### config.mk
export PLATFORM = sky130hd
export DESIGN_NAME = fetch_queue
export DESIGN_NICKNAME = d
export VERILOG_FILES = /design/src/rtl/fetch_queue.sv
export SDC_FILE = /design/constraint.sdc
export NUM_CORES = 1
export LEC_CHECK = 0
export ABC_AREA = 1
export CAP_MARGIN = 40
export CORE_UTILIZATION = 50
export CTS_BUF_LIST = sky130_fd_sc_hd__clkbuf_4 sky130_fd_sc_hd__clkbuf_8
export CTS_CLUSTER_SIZE = 10
export DETAILED_ROUTE_END_ITERATION = 8
export HOLD_SLACK_MARGIN = 0.08
export PLACE_DENSITY = 0.71
export SYNTH_ARGS = -nofsm -noshare
export SYNTH_HDL_FRONTEND = slang
export SYNTH_SLANG_ARGS = --single-unit
### constraint.sdc
create_clock -name clk -period 4.57 [get_ports clk]
set_input_delay 0.6855 -clock clk [delete_from_list [all_inputs] [get_ports clk]]
set_output_delay 0.6855 -clock clk [all_outputs]
set_load 0.005 [all_outputs]
### src/rtl/fetch_queue.sv
// fetch_queue: sequential instruction-fetch front end.
// Issues PC_STEP-spaced requests to an in-order, variable-latency instruction memory,
// buffers {pc, instr} pairs in a DEPTH-entry FIFO for decode, and flushes on redirect.
// Responses to requests issued before a redirect are counted in drop_cnt and discarded.
// Optional build macro FETCH_QUEUE_PERF_EN adds perf_stall_cnt, perf_flush_cnt and
// perf_drop_cnt saturating counters.
module fetch_queue #(
   parameter int                ADDR_W   = 64,
   parameter int                INSTR_W  = 32,
   parameter int                DEPTH    = 4,
   parameter logic [ADDR_W-1:0] RESET_PC = '0,
   parameter int                PC_STEP  = 4
) (
   input  logic               clk,
   input  logic               rst,
   input  logic               redirect_valid,
   input  logic [ADDR_W-1:0]  redirect_pc,
   output logic               imem_req_valid,
   output logic [ADDR_W-1:0]  imem_req_addr,
   input  logic               imem_req_ready,
   input  logic               imem_rsp_valid,
   input  logic [INSTR_W-1:0] imem_rsp_data,
   output logic               out_valid,
   output logic [INSTR_W-1:0] out_instr,
   output logic [ADDR_W-1:0]  out_pc,
   input  logic               out_ready
`ifdef FETCH_QUEUE_PERF_EN
   ,
   output logic [31:0]        perf_stall_cnt,
   output logic [31:0]        perf_flush_cnt,
   output logic [31:0]        perf_drop_cnt
`endif
);

   localparam int CNT_W = $clog2(DEPTH + 1);
   localparam int PTR_W = $clog2(DEPTH);
   localparam int SUM_W = CNT_W + 2;
   localparam logic [ADDR_W-1:0] STEP    = ADDR_W'(PC_STEP);
   localparam logic [PTR_W-1:0]  PTR_ONE = PTR_W'(1);
   localparam logic [CNT_W-1:0]  CNT_ONE = CNT_W'(1);

   logic [ADDR_W-1:0]  fetch_pc_q, fetch_pc_d;
   logic [ADDR_W-1:0]  rsp_pc_q, rsp_pc_d;
   logic [CNT_W-1:0]   count_q, count_d;
   logic [CNT_W-1:0]   inflight_q, inflight_d;
   logic [CNT_W-1:0]   drop_cnt_q, drop_cnt_d;
   logic [PTR_W-1:0]   rd_ptr_q, rd_ptr_d;
   logic [PTR_W-1:0]   wr_ptr_q, wr_ptr_d;
   logic [INSTR_W-1:0] instr_q [DEPTH];
   logic [INSTR_W-1:0] instr_d [DEPTH];
   logic [ADDR_W-1:0]  pc_q [DEPTH];
   logic [ADDR_W-1:0]  pc_d [DEPTH];
   logic [DEPTH-1:0]   entry_we;

   logic               credit_ok;
   logic               req_fire;
   logic               rsp_push;
   logic               rsp_drop;
   logic               pop;
   logic               wr_en;
   logic [SUM_W-1:0]   occupancy;
   logic [CNT_W:0]     drop_sum;

   // Every buffered, in-flight or to-be-dropped fetch holds one FIFO slot, so a push
   // can never meet a full FIFO.
   assign occupancy = SUM_W'(count_q) + SUM_W'(inflight_q) + SUM_W'(drop_cnt_q);
   assign credit_ok = occupancy < SUM_W'(DEPTH);

   assign imem_req_valid = !rst && !redirect_valid && credit_ok;
   assign imem_req_addr  = fetch_pc_q;
   assign req_fire       = imem_req_valid && imem_req_ready;
   assign rsp_drop       = imem_rsp_valid && (drop_cnt_q != '0);
   assign rsp_push       = imem_rsp_valid && (drop_cnt_q == '0);
   assign out_valid      = !rst && (count_q != '0);
   assign pop            = out_valid && out_ready;
   assign wr_en          = rsp_push && !redirect_valid;
   assign out_instr      = instr_q[rd_ptr_q];
   assign out_pc         = pc_q[rd_ptr_q];

   // Per-entry write selection and next value for the FIFO storage.
   for (genvar gi = 0; gi < DEPTH; gi++) begin : g_entry
      assign entry_we[gi] = wr_en && (wr_ptr_q == PTR_W'(gi));
      assign instr_d[gi]  = entry_we[gi] ? imem_rsp_data : instr_q[gi];
      assign pc_d[gi]     = entry_we[gi] ? rsp_pc_q : pc_q[gi];
   end

   // Next-state for PCs, FIFO bookkeeping and fetch accounting; redirect overrides all.
   always_comb begin
      fetch_pc_d = fetch_pc_q;
      rsp_pc_d   = rsp_pc_q;
      count_d    = count_q;
      inflight_d = inflight_q;
      drop_cnt_d = drop_cnt_q;
      rd_ptr_d   = rd_ptr_q;
      wr_ptr_d   = wr_ptr_q;
      drop_sum   = (CNT_W + 1)'(drop_cnt_q) + (CNT_W + 1)'(inflight_q);

      if (redirect_valid) begin
         fetch_pc_d = redirect_pc;
         rsp_pc_d   = redirect_pc;
         count_d    = '0;
         rd_ptr_d   = '0;
         wr_ptr_d   = '0;
         inflight_d = '0;
         // A response landing this cycle retires one outstanding fetch, stale or not.
         if (imem_rsp_valid && (drop_sum != '0)) begin
            drop_sum = drop_sum - (CNT_W + 1)'(1);
         end
         drop_cnt_d = drop_sum[CNT_W-1:0];
      end else begin
         if (req_fire) begin
            fetch_pc_d = fetch_pc_q + STEP;
         end
         if (rsp_drop) begin
            drop_cnt_d = drop_cnt_q - CNT_ONE;
         end
         if (rsp_push) begin
            wr_ptr_d = wr_ptr_q + PTR_ONE;
            rsp_pc_d = rsp_pc_q + STEP;
         end
         if (pop) begin
            rd_ptr_d = rd_ptr_q + PTR_ONE;
         end
         case ({req_fire, rsp_push})
            2'b10:   inflight_d = inflight_q + CNT_ONE;
            2'b01:   inflight_d = inflight_q - CNT_ONE;
            default: inflight_d = inflight_q;
         endcase
         case ({rsp_push, pop})
            2'b10:   count_d = count_q + CNT_ONE;
            2'b01:   count_d = count_q - CNT_ONE;
            default: count_d = count_q;
         endcase
      end
   end

   // Control state registers.
   always_ff @(posedge clk) begin
      if (rst) begin
         fetch_pc_q <= RESET_PC;
         rsp_pc_q   <= RESET_PC;
         count_q    <= '0;
         inflight_q <= '0;
         drop_cnt_q <= '0;
         rd_ptr_q   <= '0;
         wr_ptr_q   <= '0;
      end else begin
         fetch_pc_q <= fetch_pc_d;
         rsp_pc_q   <= rsp_pc_d;
         count_q    <= count_d;
         inflight_q <= inflight_d;
         drop_cnt_q <= drop_cnt_d;
         rd_ptr_q   <= rd_ptr_d;
         wr_ptr_q   <= wr_ptr_d;
      end
   end

   // FIFO storage; cleared on reset so the head is never X.
   always_ff @(posedge clk) begin
      for (int i = 0; i < DEPTH; i++) begin
         if (rst) begin
            instr_q[i] <= '0;
            pc_q[i]    <= '0;
         end else begin
            instr_q[i] <= instr_d[i];
            pc_q[i]    <= pc_d[i];
         end
      end
   end

`ifdef FETCH_QUEUE_PERF_EN
   logic [31:0] perf_stall_q, perf_stall_d;
   logic [31:0] perf_flush_q, perf_flush_d;
   logic [31:0] perf_drop_q, perf_drop_d;

   // Saturating event counters: decode starved, redirects, discarded responses.
   always_comb begin
      perf_stall_d = perf_stall_q;
      perf_flush_d = perf_flush_q;
      perf_drop_d  = perf_drop_q;
      if (out_ready && !out_valid && (perf_stall_q != '1)) begin
         perf_stall_d = perf_stall_q + 32'd1;
      end
      if (redirect_valid && (perf_flush_q != '1)) begin
         perf_flush_d = perf_flush_q + 32'd1;
      end
      if (imem_rsp_valid && (redirect_valid || (drop_cnt_q != '0)) && (perf_drop_q != '1)) begin
         perf_drop_d = perf_drop_q + 32'd1;
      end
   end

   // Performance counter registers.
   always_ff @(posedge clk) begin
      if (rst) begin
         perf_stall_q <= '0;
         perf_flush_q <= '0;
         perf_drop_q  <= '0;
      end else begin
         perf_stall_q <= perf_stall_d;
         perf_flush_q <= perf_flush_d;
         perf_drop_q  <= perf_drop_d;
      end
   end

   assign perf_stall_cnt = perf_stall_q;
   assign perf_flush_cnt = perf_flush_q;
   assign perf_drop_cnt  = perf_drop_q;
`endif

endmodule

==> run metrics <==
Clk pwr share 0.383; GRT Resource Usage Total 0.326; Die H 232 um; DRT Wirelength 87600 um; Clock transition at path regs 0.06 ns; vias per cell 5.66; synthesized net count 3390; Slew @ Worst Pin 0.866 ns; r2r endpoint imem_req_addr[37]$_SDFFE_PP0P_; initial antenna violation count 2; Register-to-Register Path Depth 10; post-synth top area share 0.437; skew final 0.0414 ns; reg-to-reg startpoint inflight_q[1]$_SDFFE_PP0P_; RSZ-0062 raised after global routing false; fin crit share 0.873; outcome completed; setup TNS 0 ns; Period minus WS final 3.99 ns; Post-CTS Hold Fix Bufs 0; setup ws final 0.579 ns; grt ovf 0; GR Layer Usage met3 0.0544; top-count cell post-synth nor2_1; Horiz. Die Dim 232 um; #FFs+latches synth 527; Seq/Total Area, Yosys 0.545; Area contributors post-synth edfxtp_1, nor2_1, dfxtp_1; DP HPWL 59900 um; Commonest cells post-synth nor2_1, nand2_1, edfxtp_1; WP data required 3.88 ns; cell area power density 350 mW/mm2; cts repair resizes 0; Vias 24.1k; nets 3628; CTS Sinks 527; Post-Syn Area 0.0264 mm2; vias in the first global route 23.5k; M1 GR Usage 0.423; share of layout cells above drive strength 1 0.0680; initial core utilization 0.510; max_cap viols 0; worst skew pair latency 0.69 ns; r2r setup slk 1.03 ns; post-DR wirelength/cell 20.6 um; VDD IR max 0.188 mV; fin cells 4255; Initial DRT Pass Iterations 8; H-tree Lvls 3; Synth Instances 3266; switching pwr 2.88 mW; Logic pwr share 0.115; Max-Slew Margin vs Limit 0.423; TritonCTS clock tree yes; Post-synth EDFFs 384; critical path startpoint category flop; final cell utilization of the core 0.611; CTS Root Cell clkbuf_8; Lkg Pwr 11.7 nW; pre-CTS setup slack 0.885 ns; number of DRC markers in iteration 0 2309; Synth Warn # 0; port buffer count 263; Pins Over Slew Limit 0; most used routing layer met2; Pwr Total 11.1 mW; Mean Syn Cell Area 8.08 um2; Switching Fraction 0.260; Synth async-reset ratio 0; ANT cells 0; Reg power frac 0.502; Yosys top cell by area edfxtp_1; nature of the critical path endpoint primary output; Hold WC Path Type primary input to flop; GRT met2 Usage 0.529; Routed Antenna Nets 0; Core Rows 83; largest net degree at the start of global routing 193; Layout area overhead 19.6%; IO Count 264; setup bufs post-CTS 0; ys flop type edfxtp_1; Critical Path End imem_req_valid; # DRC 0; Worst Path Class, Setup flop to primary output; endpoints failing hold 0; fmax 251 MHz; Worst Path Max Fanout 4; Die ar. 0.0537 mm2; Int Power 8.18 mW; DP Cell Count 4095; core area 0.0517 mm2; timing startpoint of the critical path inflight_q[1]$_SDFFE_PP0P_; CTS buffer count 87; clock buffer depth 3; setup violators final 0; GPL Wtd Cong 0.968; worst path arrival time 3.31 ns; synth unique cells 41; first-pass GRT wire length 133000 um
[flip-flops by register name, summed over array words and instances (netlist names), named ones only]
signal / flops
count_q: 3
rsp_pc_q: 64
pc_q: 256
imem_req_addr: 64
rd_ptr_q: 2
drop_cnt_q: 3
wr_ptr_q: 2
instr_q: 128
inflight_q: 3
[logic make-up after synthesis]
group           share of synthesized area
fa+ha+maj                          0.0121
xor+xnor                          0.00863
buf+inv                            0.0603
compound gates                      0.110
flops                               0.545
simple gates                        0.264
[cell usage in the layout (no fill, tap or decap), types with 3 or more instances in the layout]
master / n
buf_12: 13
buf_4: 26
o21ai_1: 18
o211ai_1: 3
clkinv_1: 13
clkinv_2: 8
nand2_4: 5
a31oi_1: 16
nand3b_1: 10
nand3_1: 113
nor2_1: 865
clkdlybuf4s50_1: 261
o22ai_1: 98
edfxtp_1: 384
nand3_4: 5
a21boi_0: 3
a21oi_2: 3
clkbuf_4: 39
nand4_1: 34
xor2_1: 20
fa_1: 6
a21oi_1: 115
inv_2: 8
ha_1: 16
nor2_2: 15
clkbuf_8: 95
inv_1: 240
dfxtp_1: 141
nand2_1: 670
nand2_2: 5
nor3_1: 8
xnor2_1: 6
nor2_4: 4
o21ai_0: 286
[power by group through the flow]
stage | clock [mW] | sequential [mW] | combinational, mW
3_3_place_gp | 0 | 5.64 | 1.23
6_report | 4.23 | 5.55 | 1.27
2_1_floorplan | 0 | 5.61 | 0.629
3_5_place_dp | 0 | 5.65 | 1.26
4_1_cts | 4.28 | 5.55 | 1.27
5_1_grt | 4.49 | 5.58 | 1.38
[per-layer routing]
metal,vias up,share of wire
met2,1159,0.47
met5,-,0.00015
met4,2,0.044
li1,11300,-
met3,184,0.087
met1,11500,0.40
[per-stage QoR]
step | hold WS [ns] | area (um2)
after floorplan | 0.436 | 26400
after global placement | 0.440 | 29700
after detailed placement | 0.461 | 29800
after CTS | 0.292 | 31600
after global routing | 0.324 | 31600
final | 0.343 | 31600
[worst min-delay path by stage]
stage | endpoint | start | cells past startpoint | slack [ns]
2_1_floorplan | flop | rd_ptr_q[1]$_SDFFE_PP0P_ | 2 | 0.44
3_3_place_gp | flop | rd_ptr_q[1]$_SDFFE_PP0P_ | 2 | 0.44
3_5_place_dp | flop | rd_ptr_q[1]$_SDFFE_PP0P_ | 2 | 0.46
4_1_cts | imem_req_addr[14]$_SDFFE_PP0P_ | rst | 2 | 0.29
5_1_grt | imem_req_addr[16]$_SDFFE_PP0P_ | rst | 2 | 0.32
6_report | imem_req_addr[16]$_SDFFE_PP0P_ | rst | 2 | 0.34
[layout make-up]
class,count,area (um2)
sequential,527,14400
tap,680,851
inverter,250,943
multi-input combinational,2335,10500
timing repair buffer,303,3130
fill,4510,20100
clock inverter,26,168
clock buffer,134,1600
[worst max-delay path, cell delays in order (launching register included)]
cell and delay (ns):
dfxtp_1 0.42, inv_1 0.13, fa_1 0.49, a21oi_1 0.20
fa_1 0.49, nor3b_4 0.24, nand2_1 0.09, inv_1 0.06
clkdlybuf4s50_1 0.49
No activity file was read; power rests on OpenSTA's default activity.
